## src/rtl/instr_fetch_unit.sv

```systemverilog
// Fetch stage for the single-cycle MIPS datapath. It holds the PC, fetches a word over a
// req/ack handshake, and presents it in an instruction register until the downstream stage consumes it.
module instr_fetch_unit #(
    parameter int                 IMEM_AW  = 32,
    parameter logic [IMEM_AW-1:0] RESET_PC = '0
) (
    input  logic               clk,
    input  logic               rst,
    output logic               imem_req,
    output logic [IMEM_AW-1:0] imem_addr,
    input  logic               imem_ack,
    input  logic [31:0]        imem_rdata,
    output logic [IMEM_AW-1:0] pc,
    output logic [IMEM_AW-1:0] pc_plus4,
    output logic [31:0]        ir,
    output logic [5:0]         op,
    output logic               instr_valid,
    input  logic               ex_done,
    input  logic               branch,
    input  logic               zero
);

    typedef enum logic [1:0] {
        IDLE  = 2'd0,
        REQ   = 2'd1,
        VALID = 2'd2
    } state_t;

    localparam logic [IMEM_AW-1:0] RESET_PC_ALIGNED = {RESET_PC[IMEM_AW-1:2], 2'b00};

    state_t             state_q, state_d;
    logic [IMEM_AW-1:0] pc_q, pc_d;
    logic [31:0]        ir_q, ir_d;
    logic [IMEM_AW-1:0] branch_off;
    logic [IMEM_AW-1:0] next_pc;

    // Word offset from the immediate: sign-extend, then scale to bytes.
    assign branch_off = {{(IMEM_AW-18){ir_q[15]}}, ir_q[15:0], 2'b00};
    assign pc_plus4   = pc_q + IMEM_AW'(4);
    assign next_pc    = (branch && zero) ? (pc_plus4 + branch_off) : pc_plus4;

    // NOTE: state registers use non-blocking assignments so every flop samples pre-edge values.
    always_ff @(posedge clk) begin
        if (rst) begin
            state_q <= IDLE;
            pc_q    <= RESET_PC_ALIGNED;
            ir_q    <= '0;
        end else begin
            state_q <= state_d;
            pc_q    <= pc_d;
            ir_q    <= ir_d;
        end
    end

    // NOTE: every signal written here gets a default first, so no path can infer a latch.
    always_comb begin
        state_d = state_q;
        pc_d    = pc_q;
        ir_d    = ir_q;
        unique case (state_q)
            IDLE: state_d = REQ;
            REQ: begin
                if (imem_ack) begin
                    ir_d    = imem_rdata;
                    state_d = VALID;
                end
            end
            VALID: begin
                // ex_done wins over a stray ack here; the ack is simply not looked at.
                if (ex_done) begin
                    pc_d    = next_pc;
                    state_d = REQ;
                end
            end
            default: state_d = IDLE;
        endcase
    end

    assign imem_req    = (state_q == REQ);
    assign instr_valid = (state_q == VALID);
    assign imem_addr   = pc_q;
    assign pc          = pc_q;
    assign ir          = ir_q;
    assign op          = ir_q[31:26];

endmodule

```

## config.mk

```make
export PLATFORM = sky130hd
export DESIGN_NAME = instr_fetch_unit
export DESIGN_NICKNAME = d
export VERILOG_FILES = /design/src/rtl/instr_fetch_unit.sv
export SDC_FILE = /design/constraint.sdc
export NUM_CORES = 1
export LEC_CHECK = 0
export CORE_ASPECT_RATIO = 1.4
export CORE_MARGIN = 3
export CORE_UTILIZATION = 42
export DETAILED_ROUTE_END_ITERATION = 7
export HOLD_SLACK_MARGIN = 0.15
export PLACE_DENSITY = 0.84
export SETUP_SLACK_MARGIN = 0.4
export SKIP_CTS_REPAIR_TIMING = 1
export SLEW_MARGIN = 20
export SYNTH_ARGS = -nofsm -noshare
export SYNTH_HDL_FRONTEND = slang
export SYNTH_SLANG_ARGS = --single-unit
```

## constraint.sdc

```tcl
create_clock -name clk -period 3.4 [get_ports clk]
set_clock_uncertainty 0.1 [all_clocks]
set_input_delay 0.34 -clock clk [delete_from_list [all_inputs] [get_ports clk]]
set_output_delay 0.34 -clock clk [all_outputs]
set_load 0.03 [all_outputs]
```

# == Word level (Yosys, flattened, before mapping) ==
# Cells that the tools add are included.
# W data, S select, Z words.
# totals
out_inout_bits,136
in_bits,38
regBits,66
word_cells,18
# classes
n_eq_ne,4
add_sub_neg,2
n_reduce_logical,5
mux,4
# op_table
operator,n
$add A32 B3 Y32 const B,1
$add A32 B32 Y32,1
$mux W32,1
$pmux W2 S3,1
$reduce_and A2 Y1,3
$mux W2,2
$ne A2 B1 Y1 const B,2
$eq A2 B1 Y1 const B,1
$eq A2 B2 Y1 const B,1
$logic_not A2 Y1,1
$logic_and A1 B1 Y1,1

# == Longest topological paths before layout ==
# logic_depth
depth_word,3
ltp_mapped,17
mapped_depth_nobuf,16

# == Worst setup path before layout ==
# OpenSTA, ideal clock, no wires.
# synth_path
path_type,flip-flop to flip-flop
from,"register pc_q[2], in the netlist imem_addr[2]"
to,"register pc_q[31], in the netlist imem_addr[31]"
path_buffers,1
path_slack_ns,-1.153
period_less_slack_ns,4.553
stages_incl_launch_ff,17
setup_time_ns,0.123
arrival_time_ns,4.329
required_ns,3.177
path_cell_list,dfxtp_1 > ha_1 > and4_1 > and2_1 > and3_1 > nand3_1 > xnor2_1 > ha_1 > buf_2 > a21o_1 > a21oi_1 > o211ai_1 > a2111oi_0 > a21boi_0 > nand3b_1 > mux2i_1 > mux2_1
# synth_between
elab_chain_cells,3
# synth_lines
item,line_no,text
"start, declared",32,"logic [IMEM_AW-1:0] pc_q, pc_d;"
"start signal, assigned",50,pc_q <= pc_d;
$add A32 B3 Y32,39,assign pc_plus4 = pc_q + IMEM_AW'(4);
named net pc_plus4[24],14,"output logic [IMEM_AW-1:0] pc_plus4,"
$add A32 B32 Y32,40,assign next_pc = (branch && zero) ? (pc_plus4 + branch_off) : pc_plus4;
$mux W32,40,
# The timed path passes the listed nets, and every way through them passes these cells.
# A chain may end at the register's enable or synchronous reset.

# == Final worst setup path ==
# layout_path
from,"register pc_q[12], in the netlist imem_addr[12]"
to,"register pc_q[31], in the netlist imem_addr[31]"
# layout_between
elab_chain_cells,3
# layout_lines
item,line_no
$add A32 B3 Y32 *,39
$add A32 B32 Y32,40
$mux W32 *,40
# Every way passes the cells marked *; elsewhere a longest branch is shown, timed or not.

==> flow_summary.yaml <==
critical_path:
  start_kind: "flip-flop"
  critPathMaxFanout: 6
  endpoint_kind: "flip-flop"
  cp.arrival_ns: 3.73
  critPathKind: "flip-flop to flip-flop"
  crit_path_cell_trace: "and4_4 -> nand4_4 -> buf_4 -> nor3_4 -> buf_4 -> nand2_2 -> xnor2_4 -> ha_4 -> buf_4 -> nand4_1 -> nor2_2 -> o211a_1 -> nand3_1 -> nand3b_1 -> mux2i_1 -> mux2_1"
  worst_ep_required_time_ns: 3.52
  path_common_cell: "buf_4"
  max_stage_delay_ns: 0.34
  crit_slowest_cell: "dfxtp_4"
floorplan:
  core_area_um2: 11900
  dieHeight_um: 138
  initial_core_util_pct: 43.5
  die_w_um: 100
  fp-row-count: 47
  die_area_um2: 13800
  ios: 174
grt:
  grt_max_degree: 38
  gr-total-overflow: 0
  groute.usage.overall_pct: 26.6
  antenna_found_initial: 0
  grt_pass1_wl_mm: 29.2
  grt_pass1_vias: 5987
sta:
  tightestPinTransition_ns: 0.979
  rsz0062_at_grt: "yes"
  hold_viol: 0
  layout_min_cycle_time_ns: 3.61
  setup_viol: 10
  fin_setup_tns_ns: -0.901
  worst_slack_ns: -0.208
  period_share_pct: 106
  fmax_ghz: 0.277
  slew_violations: 0
  relSlewSlack_pct: 34.6
placement:
  dpl.hpwl_mm: 14.3
  gp_congestion: 0.990
  port_buffers: 167
pwr:
  power_density_nw_per_um2: 240
  clockPowerShare_pct: 41.6
  vdd_drop_max_v: 0.000293
  swShare_pct: 30.5
  comb_power_share_pct: 23.0
  seqPwrFrac_pct: 35.3
  p_switching_uw: 687
  p_int_uw: 1570
  p_leak_uw: 0.00409
synth:
  synth_fa_ha_area_share_pct: 9.05
  synth_top_family_by_area: "simple AND/OR/NAND/NOR gates"
  async_flop_share_pct: 0
  synth_compound_area_share_pct: 23.2
  synth.largest_area_cell: "dfxtp_1"
  synth_warnings: 0
  syn_area_um2: 5200
  syn-instance-count: 705
  synth_edf_count: 0
  synth-xor-area-share_pct: 8.26
  synth-simple-area-share_pct: 23.9
  dominantRegCellSynth: "dfxtp_1"
  syn_avg_cell_area_um2: 7.37
  ys_ff_latch: 64
  yosysTopAreaCellShare_pct: 24.6
  ys_types: 63
  yosysSeqAreaShare_pct: 24.6
  synthTopCellsByArea: "dfxtp_1 (25%), nand2_1 (9.5%), ha_1 (8.7%)"
  muxShareOfSynthArea_pct: 1.20
drt:
  drtPass1Iterations: 6
  dr.first_iter.drc_count: 486
  via_per_inst: 5.95
  drc: 0
  via_count: 6656
  wl_per_cell_um: 20.9
  drt_wl_total_mm: 23.4
  ant_nets: 0
clock_tree:
  numCtsBuffers: 9
  clock-sinks: 64
  cts_tree: "yes"
  clk_pin_slew_ns: 0.06
  cts-root-buf: "clkbuf_16"
  cts.path.max_buffers: 2
  insertion_delay_ns: 0.35
  cts-htree-levels: 3
run_status:
  status: "finished with violations"
  violations: "negative setup slack"
finish:
  diodes: 0
  fillers: 704
  final_core_util_pct: 78.7
  drive_above_1_share_pct: 34.9
  syn_to_final_growth_pct: 80.8
  fin_nets: 1041
hold_path:
  min_path_type: "flip-flop to flip-flop"
job:
  maxCapViolCount: 0
## stage by stage
| step | hold WS (ns) | power [uW] | worst slack [ns] | cell area [um^2] | instances |
|---|---|---|---|---|---|
| floorplan | 0.376 | 1080 | -0.368 | 5700 | 710 |
| global placement | 0.341 | 1260 | -0.155 | 8040 | 1074 |
| detailed placement | 0.346 | 1270 | -0.223 | 8040 | 1074 |
| CTS | 0.353 | 2180 | -0.287 | 8340 | 1090 |
| global route | 0.375 | 2320 | -0.317 | 9400 | 1118 |
| finish | 0.352 | 2250 | -0.208 | 9400 | 1118 |
## Yosys cell counts (3+ instances only)
| library cell | number |
|---|---|
| mux2i_1 | 4 |
| nor4_1 | 5 |
| and3_1 | 13 |
| inv_1 | 13 |
| o211a_1 | 3 |
| a211o_1 | 3 |
| nor3_1 | 11 |
| a22oi_1 | 4 |
| nand4_1 | 13 |
| o22ai_1 | 4 |
| buf_4 | 42 |
| nand3_1 | 17 |
| a21o_1 | 15 |
| a311oi_1 | 11 |
| xnor2_1 | 23 |
| xor2_1 | 26 |
| a211oi_1 | 12 |
| ha_1 | 36 |
| o21ai_0 | 26 |
| a31oi_1 | 3 |
| a21oi_1 | 79 |
| clkbuf_1 | 34 |
| nor2_1 | 49 |
| o211ai_1 | 3 |
| nor2b_1 | 4 |
| o221ai_1 | 3 |
| and2_1 | 6 |
| nand2_1 | 132 |
| o21a_1 | 4 |
| dfxtp_1 | 64 |
## flip-flops by register name, indices dropped and copies added (netlist names)
signal	cells
state_q	2
ir	32
imem_addr	30
## power by group through the flow
| stage | logic [uW] | registers, uW | clock network (uW) |
|---|---|---|---|
| 2_1_floorplan | 220 | 858 | 0 |
| 3_3_place_gp | 451 | 806 | 0 |
| 3_5_place_dp | 458 | 807 | 0 |
| 4_1_cts | 462 | 791 | 930 |
| 5_1_grt | 548 | 798 | 969 |
| 6_report | 519 | 797 | 938 |
## worst max-delay path: cells and delay by family, from the launching register on
kind,cells,cell delay (ns)
and+or+nand+nor,8,1.35
muxes,2,0.54
buffers and inverters,3,0.48
DFF,1,0.34
adders and majority gates,1,0.29
AOI/OAI and AO/OA,1,0.21
xor gates and xnor gates,1,0.17
## final cells by class
| cell class | instances | area [um^2] | share of cell area [%] |
|---|---|---|---|
| timing repair buffer | 324 | 2950 | 31.3 |
| clock buffer | 14 | 285 | 3.03 |
| multi-input combinational | 554 | 4580 | 48.7 |
| sequential | 64 | 1340 | 14.3 |
| tap | 147 | 184 | 1.96 |
| inverter | 13 | 48.8 | 0.519 |
| clock inverter | 2 | 11.3 | 0.120 |
## routing by layer
layer  up-vias  GRT usage, %  wire length [um]
met2       411          48.6             12200
met1      3164          28.4              8260
li1       2960             -                 -
met3       121          5.37              1730
met5         -             0                 0
met4         0          14.0              1260
## cell usage in the layout (no fill, tap or decap), drive strengths merged, types with 11 or more instances in the layout
| master | count |
|---|---|
| buf | 159 |
| clkdlybuf4s50 | 153 |
| nand2 | 132 |
| a21oi | 79 |
| dfxtp | 64 |
| nor2 | 50 |
| ha | 36 |
| o21ai | 28 |
| xor2 | 26 |
| xnor2 | 23 |
| nand3 | 17 |
| and3 | 16 |
| a21o | 15 |
| nand4 | 14 |
| inv | 14 |
| clkbuf | 14 |
| a211oi | 13 |
| dlymetal6s2s | 12 |
| nor3 | 12 |
| a311oi | 11 |
## cells by family (layout without fill, tap and decap cells)
family	count (synthesis)	in the layout
AND/OR/NAND/NOR	266	266
AO/OA/AOI/OAI	190	190
buffers and inverters	92	353
flip-flops	64	64
XOR/XNOR	49	49
adder cells (fa/ha/maj)	37	37
multiplexers	6	6
other	1	6
## worst paths after layout
kind,from,to,slack [ns],cells past startpoint
worst min-delay path,ir[17],ir[17],0.35,2
worst max register to register,imem_addr[12],imem_addr[31],-0.21,16
worst min register to register,ir[17],ir[17],0.35,2
worst max-delay path,imem_addr[12],imem_addr[31],-0.21,16
Power figures use the tool's default switching activity.
